`config.mk`:
```
export PLATFORM = sky130hd
export DESIGN_NAME = tcu_drl_step_sched
export DESIGN_NICKNAME = d
export VERILOG_FILES = /design/src/rtl/tcu_drl_step_sched.sv
export SDC_FILE = /design/constraint.sdc
export NUM_CORES = 1
export LEC_CHECK = 0
export BUFFER_PORTS_ARGS = -buffer_cell sky130_fd_sc_hd__buf_4
export CAP_MARGIN = 0
export CORE_AREA = 2 2 166 168
export DETAILED_ROUTE_END_ITERATION = 12
export DIE_AREA = 0 0 168 170
export PLACE_DENSITY = 0.58
export SYNTH_ARGS = -nofsm -noshare
export SYNTH_HDL_FRONTEND = slang
export SYNTH_SLANG_ARGS = --single-unit
export TNS_END_PERCENT = 20
```
`constraint.sdc`:
```
create_clock -name clk -period 5.5 [get_ports clk]
set_clock_uncertainty 0.15 [all_clocks]
set_input_delay 1.1 -clock clk [delete_from_list [all_inputs] [get_ports clk]]
set_output_delay 1.1 -clock clk [all_outputs]
set_load 0.01 [all_outputs]
```
`src/rtl/tcu_drl_step_sched.sv`:
```
// Purpose : sequences one TCU DRL tile-step request through the dot-product datapath, chaining each result back as the next C.
// Latency : per K-step FETCH(>=1) + ISSUE(1) + WAIT(>=1) cycles; zero-step or bad-format requests respond 1 cycle after accept.
// Backpres: req_ready only in IDLE, op_ready only in FETCH, response held stable until rsp_ready; optional perf counters under TCU_DRL_SCHED_PERF_EN.
module tcu_drl_step_sched #(
    parameter int N      = 2,
    parameter int MASK_W = 8,
    parameter int STEP_W = 8,
    parameter int DP_LAT = 4
) (
    input  logic                clk,
    input  logic                reset,

    input  logic                req_valid,
    output logic                req_ready,
    input  logic [2:0]          req_fmtf,
    input  logic [STEP_W-1:0]   req_steps,
    input  logic [MASK_W-1:0]   req_mask,
    input  logic [31:0]         req_c,

    input  logic                op_valid,
    output logic                op_ready,
    input  logic [N*32-1:0]     op_a,
    input  logic [N*32-1:0]     op_b,

    output logic                dp_valid,
    output logic [2:0]          dp_fmtf,
    output logic [MASK_W-1:0]   dp_mask,
    output logic [N*32-1:0]     dp_a,
    output logic [N*32-1:0]     dp_b,
    output logic [31:0]         dp_c,
    input  logic                dp_res_valid,
    input  logic [31:0]         dp_res,

    output logic                rsp_valid,
    output logic [31:0]         rsp_data,
    output logic                rsp_err,
    input  logic                rsp_ready,

    output logic                busy
`ifdef TCU_DRL_SCHED_PERF_EN
    ,
    output logic [31:0]         perf_steps,
    output logic [31:0]         perf_op_stall,
    output logic [31:0]         perf_lat_stall
`endif
);

    // Format IDs understood by the FEDP datapath; everything else is rejected.
    localparam logic [2:0] TCU_TF32_ID = 3'd0;
    localparam logic [2:0] TCU_FP16_ID = 3'd1;
    localparam logic [2:0] TCU_BF16_ID = 3'd2;
    localparam logic [2:0] TCU_FP8_ID  = 3'd3;
    localparam logic [2:0] TCU_BF8_ID  = 3'd4;

    localparam logic [STEP_W-1:0] STEP_ONE  = {{(STEP_W-1){1'b0}}, 1'b1};
    localparam logic [STEP_W-1:0] STEP_ZERO = '0;

    typedef enum logic [2:0] {
        S_IDLE  = 3'd0,
        S_FETCH = 3'd1,
        S_ISSUE = 3'd2,
        S_WAIT  = 3'd3,
        S_RESP  = 3'd4
    } state_t;

    state_t             state;
    state_t             state_nxt;

    logic [STEP_W-1:0]  rem_cnt;
    logic [31:0]        acc;
    logic               fmt_ok;

    // A result with latency below one cycle is meaningless for this chain.
    if (DP_LAT < 1) begin : g_lat_chk
        $error("DP_LAT must be at least 1");
    end

    // Decode whether the incoming format is one of the five supported IDs.
    always_comb begin
        fmt_ok = 1'b0;
        case (req_fmtf)
            TCU_TF32_ID,
            TCU_FP16_ID,
            TCU_BF16_ID,
            TCU_FP8_ID,
            TCU_BF8_ID:  fmt_ok = 1'b1;
            default:     fmt_ok = 1'b0;
        endcase
    end

    // State register; reset forces IDLE regardless of anything else.
    always_ff @(posedge clk) begin
        if (reset) begin
            state <= S_IDLE;
        end else begin
            state <= state_nxt;
        end
    end

    // Next-state logic. WAIT never advances without a result, which keeps
    // the accumulate chain strictly serial.
    always_comb begin
        state_nxt = state;
        case (state)
            S_IDLE: begin
                if (req_valid) begin
                    if (!fmt_ok) begin
                        state_nxt = S_RESP;
                    end else if (req_steps == STEP_ZERO) begin
                        state_nxt = S_RESP;
                    end else begin
                        state_nxt = S_FETCH;
                    end
                end
            end
            S_FETCH: begin
                if (op_valid) begin
                    state_nxt = S_ISSUE;
                end
            end
            S_ISSUE: begin
                state_nxt = S_WAIT;
            end
            S_WAIT: begin
                if (dp_res_valid) begin
                    state_nxt = (rem_cnt == STEP_ZERO) ? S_RESP : S_FETCH;
                end
            end
            S_RESP: begin
                if (rsp_ready) begin
                    state_nxt = S_IDLE;
                end
            end
            default: begin
                state_nxt = S_IDLE;
            end
        endcase
    end

    // Handshake/status outputs decoded from state; req_ready stays low while
    // reset is held so it first rises the cycle after reset drops.
    always_comb begin
        req_ready = (state == S_IDLE) && !reset;
        op_ready  = (state == S_FETCH);
        dp_valid  = (state == S_ISSUE);
        rsp_valid = (state == S_RESP);
        busy      = (state != S_IDLE);
    end

    // Request context, operand beat and accumulator registers. Results are
    // only taken in WAIT, so stray or zero-latency results are dropped.
    always_ff @(posedge clk) begin
        if (reset) begin
            dp_fmtf <= '0;
            dp_mask <= '0;
            rem_cnt <= '0;
            acc     <= '0;
            dp_a    <= '0;
            dp_b    <= '0;
            rsp_err <= 1'b0;
        end else begin
            case (state)
                S_IDLE: begin
                    if (req_valid) begin
                        dp_fmtf <= req_fmtf;
                        dp_mask <= req_mask;
                        rem_cnt <= req_steps;
                        acc     <= req_c;
                        rsp_err <= !fmt_ok;
                    end
                end
                S_FETCH: begin
                    if (op_valid) begin
                        dp_a <= op_a;
                        dp_b <= op_b;
                    end
                end
                S_ISSUE: begin
                    if (rem_cnt != STEP_ZERO) begin
                        rem_cnt <= rem_cnt - STEP_ONE;
                    end
                end
                S_WAIT: begin
                    if (dp_res_valid) begin
                        acc <= dp_res;
                    end
                end
                S_RESP: begin
                    if (rsp_ready) begin
                        rsp_err <= 1'b0;
                    end
                end
                default: begin
                    rem_cnt <= rem_cnt;
                end
            endcase
        end
    end

    // The accumulator doubles as the datapath C operand and the response data.
    always_comb begin
        dp_c     = acc;
        rsp_data = acc;
    end

`ifdef TCU_DRL_SCHED_PERF_EN
    localparam logic [15:0] LAT_THR = 16'(DP_LAT);

    logic [15:0] wait_cnt;

    // Count cycles spent in the current WAIT; saturates so long stalls stay counted.
    always_ff @(posedge clk) begin
        if (reset) begin
            wait_cnt <= '0;
        end else if (state == S_ISSUE) begin
            wait_cnt <= '0;
        end else if ((state == S_WAIT) && (wait_cnt != 16'hFFFF)) begin
            wait_cnt <= wait_cnt + 16'd1;
        end
    end

    // Saturating performance counters, kept across requests until reset.
    always_ff @(posedge clk) begin
        if (reset) begin
            perf_steps     <= '0;
            perf_op_stall  <= '0;
            perf_lat_stall <= '0;
        end else begin
            if ((state == S_ISSUE) && (perf_steps != 32'hFFFF_FFFF)) begin
                perf_steps <= perf_steps + 32'd1;
            end
            if ((state == S_FETCH) && !op_valid && (perf_op_stall != 32'hFFFF_FFFF)) begin
                perf_op_stall <= perf_op_stall + 32'd1;
            end
            // wait_cnt holds the number of earlier WAIT cycles for this step.
            if ((state == S_WAIT) && (wait_cnt >= LAT_THR) &&
                (perf_lat_stall != 32'hFFFF_FFFF)) begin
                perf_lat_stall <= perf_lat_stall + 32'd1;
            end
        end
    end
`endif

endmodule

```
==> insert_results.sql <==
INSERT INTO impl_metrics (metric_group, metric, value, unit) VALUES
('outcome', 'outcome', 'finished clean', ''),
('detailed_routing', 'vias', '7368', ''),
('clock_network', 'cts.htree.levels', '4', ''),
('critical_path', 'crit_path_kind', 'reg -> out', ''),
('timing', 'clock.fmax', '0.3001', 'GHz'),
('clock_network', 'cts-root-to-sink-buffers', '2', ''),
('critical_path', 'timing.reg2reg.setup_slack', '2.87', 'ns'),
('power_and_ir_drop', 'power_density', '302.7', 'nW/µm²'),
('clock_network', 'cts-buffers-inserted', '17', ''),
('placement', 'placedCellCount', '1572', ''),
('detailed_routing', 'post-route-drc-count', '0', ''),
('timing', 'worst_slew_margin_rel', '0.2318', ''),
('clock_network', 'post_cts_resized', '0', ''),
('timing', 'setup_repair_after_global_routing_missed_its_margin', 'false', ''),
('clock_network', 'clock_sinks', '183', ''),
('logic_synthesis', 'ys_types', '46', ''),
('detailed_routing', 'wl_per_cell', '16.00', 'µm'),
('detailed_routing', 'routed_wl', '25650', 'µm'),
('floorplan', 'fp.coreArea', '26650', 'µm²'),
('hold_path', 'holdCritStartpoint', 'dp_a[1]', ''),
('global_route', 'grt_antenna_before_repair', '0', ''),
('timing', 'holdWs', '0.3034', 'ns'),
('timing', 'period_share', '0.6059', ''),
('layout', 'antennaDiodeCount', '0', ''),
('critical_path', 'worstPathMaxFanout', '17', ''),
('global_route', 'grt_pass1_wl', '38340', 'µm'),
('critical_path', 'r2r_start', 'state[1]', ''),
('layout', 'final_layout_size_suffix_gt1_frac', '0.3938', ''),
('floorplan', 'floorplan.die_area', '28560', 'µm²'),
('timing', 'finalSetupViolCount', '0', ''),
('critical_path', 'reg2reg_to', 'dp_a[11]', ''),
('global_route', 'grt-ovfl-total', '0', ''),
('critical_path', 'type_of_element_capturing_the_critical_path', 'output pin', ''),
('timing', 'final_period_minus_worst_setup_slack', '3.333', 'ns'),
('clock_network', 'cts.reportedPaths.clkPinSlew', '0.07', 'ns'),
('placement', 'dp.final_hpwl', '18790', 'µm'),
('hold_path', 'hold_end', 'dp_a[1]', ''),
('timing', 'timing.final.max_slew_violations', '0', ''),
('detailed_routing', 'drtIter0Drc', '326', ''),
('clock_network', 'postCtsSetupRepairBufs', '0', ''),
('clock_network', 'clock_tree_root_buffer_cell', 'sky130_fd_sc_hd__clkbuf_16', ''),
('layout', 'area_growth', '49.60', '%'),
('hold_path', 'worstHoldPathType', 'reg -> reg', ''),
('power_and_ir_drop', 'leakage', '4.977', 'nW'),
('global_route', 'globalRouteTotalUtil', '0.1692', ''),
('clock_network', 'clock_latency_of_the_later_clocked_register_in_the_worst_skew_pair', '0.42', 'ns'),
('floorplan', 'die-height', '170', 'µm'),
('detailed_routing', 'detail_route.first_pass.iterations', '4', ''),
('global_route', 'maximum_number_of_pins_on_one_net_before_global_route_repair', '109', ''),
('layout', 'fillers', '2744', ''),
('floorplan', 'rows', '60', ''),
('logic_synthesis', 'mappedNetlistNets', '1120', ''),
('logic_synthesis', 'syn_area', '7436', 'µm²'),
('clock_network', 'postCtsHoldBufs', '0', ''),
('logic_synthesis', 'share_of_synthesized_area_occupied_by_flip_flops_and_latches', '0.4927', ''),
('clock_network', 'tritoncts_clock_tree', 'done', ''),
('floorplan', 'die_width', '168', 'µm'),
('critical_path', 'critPathRequiredTime', '4.25', 'ns'),
('logic_synthesis', 'synth_seq_cells', '183', ''),
('layout', 'post_layout_nonfiller_instances', '1603', ''),
('floorplan', 'floorplan.initialDensity', '0.2790', ''),
('logic_synthesis', 'syn_inst', '901', ''),
('layout', 'layout_commonest_cell', 'sky130_fd_sc_hd__buf_4', ''),
('layout', 'layout.cells.most_common_list', 'sky130_fd_sc_hd__buf_4, sky130_fd_sc_hd__nand2_1, sky130_fd_sc_hd__dfxtp_1, sky130_fd_sc_hd__a21oi_1, sky130_fd_sc_hd__nor2_1', ''),
('logic_synthesis', 'synth.yosys.warnings', '0', ''),
('hold_path', 'hold-path-cell-count', '2', ''),
('critical_path', 'startpoint_type', 'flip-flop', ''),
('power_and_ir_drop', 'power.ir.vdd_worst', '0.1452', 'mV'),
('power_and_ir_drop', 'design_power_total', '3.367', 'mW'),
('timing', 'final-hold-violation-count', '0', ''),
('detailed_routing', 'postRouteAntennaNets', '0', '');
layout make-up:
type	count	area (µm²)	area share
repair buffers	431	3252	0.2923
clock buffers	17	425.4	0.03824
well taps	341	426.7	0.03835
flip-flops and latches	183	3664	0.3293
inverters	5	20.02	0.001800
multi-input cells	612	3199	0.2876
clock inverters	14	137.6	0.01237
sequential cells by signal (all words and copies together) (netlist names):
register and cells:
dp_fmtf 3, state 3, dp_a 64, dp_b 64, rem_cnt 8, dp_mask 8, dp_c 32, rsp_err 1
metrics by stage:
| step | setup WS, ns | cell area, µm² | util |
|---|---|---|---|
| floorplan | 2.317 | 7436 | - |
| global placement | 2.265 | 10560 | 0.3963 |
| detailed placement | 2.218 | 10560 | 0.3963 |
| CTS | 2.167 | 11120 | 0.4174 |
| global route | 2.062 | 11120 | 0.4174 |
| finish | 2.167 | 11120 | 0.4174 |
layer usage:
metal / share of wire / vias up / global-route usage
met4: 0.016 / 0 / 0.04499
met2: 0.49 / 299 / 0.2943
met3: 0.091 / 25 / 0.06512
met5: 0 / - / 0
li1: - / 3665 / -
met1: 0.40 / 3379 / 0.1947
kinds of logic (layout without fill, tap and decap cells):
family,count (synthesis),in the layout,synth area share
fa+ha+maj,2,2,0.003365
flops,183,183,0.4927
simple gates,367,367,0.1975
mux,33,33,0.04442
buf+inv,106,467,0.07908
compound gates,210,210,0.1829
worst max-delay path by stage:
| stage | start | slack [ns] | endpoint |
|---|---|---|---|
| detailed placement | op_valid | 2.22 | dp_b[41] |
| floorplan | reset | 2.32 | req_ready |
| finish | state[1] | 2.17 | dp_valid |
| CTS | state[1] | 2.17 | dp_valid |
| global route | state[1] | 2.06 | dp_valid |
| global placement | op_valid | 2.26 | dp_b[50] |
synth_stat cells (all sizes together):
master     n  area, µm²
clkinv     1      5.000
nand3b     2      15.01
a2111o     1      11.26
or4b       2      23.77
mux2i     33      330.3
or3b       1      8.760
a21oi    150      750.7
and4       1      8.760
inv        4      15.01
nand4b     1      8.760
nor2      46      172.7
nor2b      2      12.51
nand3      3      15.01
buf       61      417.9
nor4b      1      8.760
nand2    289       1085
nor3       7      35.03
a31o       1      8.760
ha         2      25.02
a22oi      1      7.510
nor4       4      25.02
clkbuf    40      150.1
or3        1      6.260
o21ai      6      41.29
a211o      6      52.55
a221oi     1      8.760
dfxtp    183       3664
nand4      2      12.51
and2       2      12.51
nand2b     2      12.51
o21a       1      7.510
a21boi     1      7.510
or2        1      6.260
a211oi    32      380.4
o31ai      6      45.04
a31oi      1      6.260
a2111oi    1      15.01
o22a       1      8.760
o31a       1      8.760
report_power, final:
part           internal, mW  total, mW  switching, mW
logic                 0.341      0.693          0.352
clock network         0.600       1.19          0.588
registers              1.41       1.49         0.0725
total                  2.35       3.37           1.01
critical path, cell delays in order (launching register included):
cell and delay (ns):
sky130_fd_sc_hd__dfxtp_1 0.64, sky130_fd_sc_hd__or3b_1 0.63, sky130_fd_sc_hd__clkinv_2 0.24, sky130_fd_sc_hd__buf_4 0.15
Power figures use the tool's default switching activity.
